$ cat src/rtl/sop_pipe.sv
// Two-stage pipelined sum-of-products / product-of-sums unit with valid/ready
// handshakes on both sides and a running count of delivered result beats.
module sop_pipe #(
    parameter int WIDTH     = 4,
    parameter int NUM_TERMS = 2
) (
    input  logic                         clk,
    input  logic                         rst_n,
    input  logic                         in_valid,
    output logic                         in_ready,
    input  logic                         in_mode,
    input  logic [NUM_TERMS*WIDTH-1:0]   in_a,
    input  logic [NUM_TERMS*WIDTH-1:0]   in_b,
    output logic                         out_valid,
    input  logic                         out_ready,
    output logic [WIDTH-1:0]             out,
    output logic [WIDTH-1:0]             out_n,
    output logic [15:0]                  beat_cnt
);

    logic [NUM_TERMS-1:0][WIDTH-1:0] t_q, t_d;
    logic                            mode_q;
    logic                            s1_valid_q, s1_valid_d;
    logic [WIDTH-1:0]                out_q, red_d;
    logic                            out_valid_q, out_valid_d;
    logic [15:0]                     beat_cnt_q;

    logic in_xfer, out_xfer, s1_adv;

    assign s1_adv   = s1_valid_q && (!out_valid_q || out_ready);
    assign in_ready = !s1_valid_q || s1_adv;
    assign in_xfer  = in_valid && in_ready;
    assign out_xfer = out_valid_q && out_ready;

    always_comb begin
        t_d = '0;
        for (int k = 0; k < NUM_TERMS; k++) begin
            if (in_mode)
                t_d[k] = in_a[k*WIDTH +: WIDTH] | in_b[k*WIDTH +: WIDTH];
            else
                t_d[k] = in_a[k*WIDTH +: WIDTH] & in_b[k*WIDTH +: WIDTH];
        end
    end

    // Reduction seeds with the identity of the selected operator.
    always_comb begin
        red_d = mode_q ? {WIDTH{1'b1}} : '0;
        for (int k = 0; k < NUM_TERMS; k++) begin
            if (mode_q)
                red_d = red_d & t_q[k];
            else
                red_d = red_d | t_q[k];
        end
    end

    always_comb begin
        s1_valid_d = s1_valid_q;
        if (in_xfer)
            s1_valid_d = 1'b1;
        else if (s1_adv)
            s1_valid_d = 1'b0;

        out_valid_d = out_valid_q;
        if (s1_adv)
            out_valid_d = 1'b1;
        else if (out_xfer)
            out_valid_d = 1'b0;
    end

    always_ff @(posedge clk or negedge rst_n) begin
        if (!rst_n) begin
            t_q         <= '0;
            mode_q      <= 1'b0;
            s1_valid_q  <= 1'b0;
            out_q       <= '0;
            out_valid_q <= 1'b0;
            beat_cnt_q  <= '0;
        end else begin
            s1_valid_q  <= s1_valid_d;
            out_valid_q <= out_valid_d;
            if (in_xfer) begin
                t_q    <= t_d;
                mode_q <= in_mode;
            end
            if (s1_adv)
                out_q <= red_d;
            if (out_xfer)
                beat_cnt_q <= beat_cnt_q + 16'd1;
        end
    end

    assign out_valid = out_valid_q;
    assign out       = out_q;
    assign out_n     = ~out_q;
    assign beat_cnt  = beat_cnt_q;

endmodule

$ cat config.mk
export PLATFORM = sky130hd
export DESIGN_NAME = sop_pipe
export DESIGN_NICKNAME = d
export VERILOG_FILES = /design/src/rtl/sop_pipe.sv
export SDC_FILE = /design/constraint.sdc
export NUM_CORES = 1
export LEC_CHECK = 0
export CORE_UTILIZATION = 45
export CTS_CLUSTER_DIAMETER = 50
export DETAILED_ROUTE_END_ITERATION = 7
export GPL_TIMING_DRIVEN = 0
export PLACE_DENSITY = 0.79
export SYNTH_ARGS = -nofsm -noshare
export SYNTH_HDL_FRONTEND = slang
export SYNTH_SLANG_ARGS = --single-unit
$ cat constraint.sdc
create_clock -name clk -period 1.7 [get_ports clk]
set_input_delay 0.34 -clock clk [delete_from_list [all_inputs] [get_ports clk]]
set_output_delay 0.34 -clock clk [all_outputs]
set_load 0.02 [all_outputs]
# After elaboration in Yosys (flattened, before gate mapping)
# Cells that the tools add are included.
# word_totals
register_bits	31
inputBits	21
output_inout_bits	26
# classes
addsub	1
n_mux	9
bitwise	9
n_reduce_logical	9
# op_table
operator	count
$mux 4	5
$add 16x1->16 const B	1
$and 4x4->4	4
$or 4x4->4	4
$mux 1	4
$not 4->4	1
$reduce_bool 2->1	2
$logic_and 1x1->1	3
$logic_not 1->1	2
$logic_or 1x1->1	2

# Logic depth before layout (Yosys ltp)
# logic_depth
word_depth	6
depth_mapped	5

# Least setup slack after synthesis
# OpenSTA, ideal clock, no wires.
# synth_timing
path_kind	register -> register
from	reg beat_cnt_q[1], in the netlist beat_cnt[1]
to	reg beat_cnt_q[8], in the netlist beat_cnt[8]
setup_time_ns	0.129
arrival_time_ns	1.357
slack_ns	0.214
stages_incl_launch_ff	6
synth_period_minus_slack_ns	1.486
path_cell_list	dfrtp_1 ha_1 nand3_1 nor3_2 nand4_1 xnor2_1
# synth_via
elab_chain_len	1
# synth_rtl
element	line_no	rtl
start: declaration	26	logic [15:0] beat_cnt_q;
start signal: assignment	88	beat_cnt_q <= beat_cnt_q + 16'd1;
$add 16x1->16	88	
# No other way between the ends.
# A chain may end at the register's enable or synchronous reset.

# Worst setup path after layout
# layout_timing
from	reg beat_cnt_q[15], in the netlist beat_cnt[15]
to	out beat_cnt[15]
# layout_rtl
element	line_no	rtl
end: declaration	18	output logic [15:0] beat_cnt
# No word-level cell between the ends.

==> impl_metrics.json <==
{
  "outcome": "complete, but fails checks",
  "violations": "DRC",
  "layout.cells.most_common": "sky130_fd_sc_hd__dfrtp_1",
  "sequential_cell_area_sq_um": 776,
  "routed.top_layer": "met4",
  "vias_per_cell": 5.24,
  "cts_repair_resize_count": 21,
  "largest_net_degree_at_the_start_of_global_routing": 32,
  "critical_path_fanout_max": 2,
  "drv_cap": 0,
  "worstMarginPinSlew_ns": 0.667,
  "drt-wirelength-per-cell_microns": 12.7,
  "vias": 1158,
  "number_of_buffers_inserted_to_repair_setup_after_cts": 0,
  "antenna_found_initial": 0,
  "die_width_microns": 57.8,
  "synthToLayoutAreaGrowth_pct": 38.2,
  "synth_top_area_share_pct": 55.5,
  "cp-start-kind": "flip-flop",
  "finalHoldWorstSlack_ns": 0.0312,
  "placement.cell_area_sq_um": 1900,
  "dr_wl_met2_mm": 1.42,
  "setup.worst_path.class": "reg2out",
  "routed-wl-met3_microns": 135,
  "synth_fp_nets": 158,
  "number_of_clock_buffers_inserted_by_tritoncts": 5,
  "gpl.final_weighted_congestion": 0.708,
  "cts_max_level": 2,
  "gr-total-overflow": 0,
  "netlist_cell_types": 24,
  "clk_pin_slew_worst_paths_ns": 0.10,
  "timing.final.setup_violations": 0,
  "gate_count_of_the_mapped_netlist": 136,
  "cell_area_after_layout_sq_um": 1930,
  "cts.root.buffer_cell": "sky130_fd_sc_hd__clkbuf_4",
  "detail_route.first_pass.iterations": 6,
  "worst-endpoint-required_ns": 1.36,
  "total_of_flip_flops_plus_latches_after_synthesis": 31,
  "cp_num_cells": 1,
  "tritoncts": "done",
  "post-synth-top-area-cell": "sky130_fd_sc_hd__dfrtp_1",
  "routed_met1_length_mm": 1.19,
  "path_cells": "clkdlybuf4s50_1",
  "num_rows": 19,
  "layout_fillers": 226,
  "antennaDiodeCount": 0,
  "highest_achievable_clock_rate_ghz": 0.607,
  "crit_buf_inv": 1,
  "grt_pass1_wl_mm": 4.72,
  "floorplan.initialDensity_pct": 49.0,
  "ios": 47,
  "cts.hold.buffers_added": 0,
  "worstPathArrival_ns": 1.31,
  "timing.critical_path.max_delay_family": "buffers and inverters",
  "cellPowerDensity_nw_per_um2": 1080,
  "cts_buffer_depth": 2,
  "setup.worst_path.end_class": "output port",
  "drt_iter0_drc": 17,
  "synth.avg_cell_area_sq_um": 10.3,
  "drive_gt1_share_pct": 10.0,
  "worst_skew_pair.late_latency_ns": 0.33,
  "ys_seq_area_share_pct": 55.5,
  "slew-limit-headroom_pct": 55.6,
  "finalClockSkew_ns": 0.00828,
  "synthesis.yosys.warnings": 0,
  "timing.final.crit_period_ns": 1.65,
  "design.die.area_sq_um": 3340,
  "finalNetCount": 211,
  "power_leakage_nw": 0.963,
  "layout.cells.most_common_list": "sky130_fd_sc_hd__dfrtp_1, sky130_fd_sc_hd__nand2_1, sky130_fd_sc_hd__clkdlybuf4s50_1, sky130_fd_sc_hd__dlygate4sd2_1, sky130_fd_sc_hd__xnor2_1",
  "drv_slew": 0,
  "drcViolationCount": 1,
  "grt_setup_unrepaired": "false",
  "dieHeight_microns": 57.8,
  "place.port_buffers": 46,
  "place_hpwl_mm": 2.10,
  "ir_drop_v": 0.000715,
  "synth_area_sq_um": 1400,
  "wirelength_mm": 2.80,
  "p_total_w": 0.00208,
  "multiInputGateArea_sq_um": 596,
  "report.final.hold_viol_count": 0,
  "groute.usage.overall_pct": 18.8,
  "cts.sinks": 31,
  "grt_pass1_vias": 1082,
  "hp-class": "in2async",
  "slowest_stage_cell_crit_path": "sky130_fd_sc_hd__clkdlybuf4s50_1",
  "period_share_pct": 96.9,
  "reg2regPathDepth": 5,
  "critical_path.max_stage_delay_ns": 0.61,
  "synth_top_cells_by_area": "sky130_fd_sc_hd__dfrtp_1, sky130_fd_sc_hd__xnor2_1, sky130_fd_sc_hd__nand2_1, sky130_fd_sc_hd__o31ai_1, sky130_fd_sc_hd__a21oi_1",
  "final_antenna_net_count": 0,
  "fin_util_pct": 67.8,
  "floorplan.core_area_sq_um": 2850
}
-- routing by layer --
layer	vias up	GRT usage, %
li1	571	-
met1	548	22.5
met2	33	31.4
met3	6	5.36
met4	0	9.18
met5	-	0
-- flip-flops by register name (all words and copies together), names as in the netlist --
name        count
out_valid       1
mode_q          1
t_q             8
beat_cnt       16
s1_valid_q      1
out             4
-- where the power goes --
part,switching (W),leakage (nW),internal [W]
combinational,0.000358,0.536,0.000301
clock,0.000248,0.0347,0.000154
sequential,0.000146,0.392,0.000873
total,0.000752,0.963,0.00133
-- path summary, 6_finish.rpt --
kind | startpoint | to | slack (ns)
min | rst_n | beat_cnt[1]$_DFFE_PN0P_ | 0.03
min in group clk | beat_cnt[15]$_DFFE_PN0P_ | beat_cnt[15]$_DFFE_PN0P_ | 0.49
max | beat_cnt[15]$_DFFE_PN0P_ | beat_cnt[15] | 0.05
max reg2reg | beat_cnt[1]$_DFFE_PN0P_ | beat_cnt[14]$_DFFE_PN0P_ | 0.20
max in group asynchronous | rst_n | beat_cnt[14]$_DFFE_PN0P_ | 1.23
min reg2reg | beat_cnt[15]$_DFFE_PN0P_ | beat_cnt[15]$_DFFE_PN0P_ | 0.49
-- per-stage QoR --
stage | setup WS, ns | setup TNS (ns) | cells
2_1_floorplan | 0.214 | 0 | 136
3_3_place_gp | -0.325 | -7.79 | 213
3_5_place_dp | -0.315 | -9.05 | 213
4_1_cts | 0.00213 | 0 | 221
5_1_grt | 0.0108 | 0 | 221
6_report | 0.0528 | 0 | 221
-- cell usage after synthesis --
cell type / number
sky130_fd_sc_hd__o21ai_0: 8
sky130_fd_sc_hd__nand4_1: 4
sky130_fd_sc_hd__nor2_1: 9
sky130_fd_sc_hd__nand2_2: 1
sky130_fd_sc_hd__or2b_1: 1
sky130_fd_sc_hd__buf_2: 1
sky130_fd_sc_hd__nand2_1: 27
sky130_fd_sc_hd__and4_4: 2
sky130_fd_sc_hd__nand3b_1: 1
sky130_fd_sc_hd__o31ai_1: 8
sky130_fd_sc_hd__dfrtp_1: 31
sky130_fd_sc_hd__nand2b_1: 2
sky130_fd_sc_hd__xnor2_1: 14
sky130_fd_sc_hd__clkbuf_1: 1
sky130_fd_sc_hd__and2_1: 1
sky130_fd_sc_hd__mux2_2: 2
sky130_fd_sc_hd__ha_1: 1
sky130_fd_sc_hd__nand3_1: 4
sky130_fd_sc_hd__and3_4: 1
sky130_fd_sc_hd__and4_1: 2
sky130_fd_sc_hd__a21oi_1: 8
sky130_fd_sc_hd__inv_1: 5
sky130_fd_sc_hd__nor3_2: 1
sky130_fd_sc_hd__xor2_2: 1
-- logic make-up after synthesis --
| family | synth area share, % |
|---|---|
| buffers and inverters | 1.97 |
| flip-flops | 55.5 |
| adder cells (fa/ha/maj) | 0.894 |
| AO/OA/AOI/OAI | 10.0 |
| XOR/XNOR | 9.93 |
| multiplexers | 1.61 |
| AND/OR/NAND/NOR | 20.1 |
-- layout make-up --
class / count / share of cell area [%]
repair buffers: 46 / 22.9
well taps: 31 / 2.01
multi-input cells: 98 / 30.8
clock inverters: 3 / 0.777
clock buffers: 5 / 1.94
inverters: 5 / 0.971
flip-flops and latches: 31 / 40.1
plain buffers: 2 / 0.453
No activity file was read; power rests on OpenSTA's default activity.
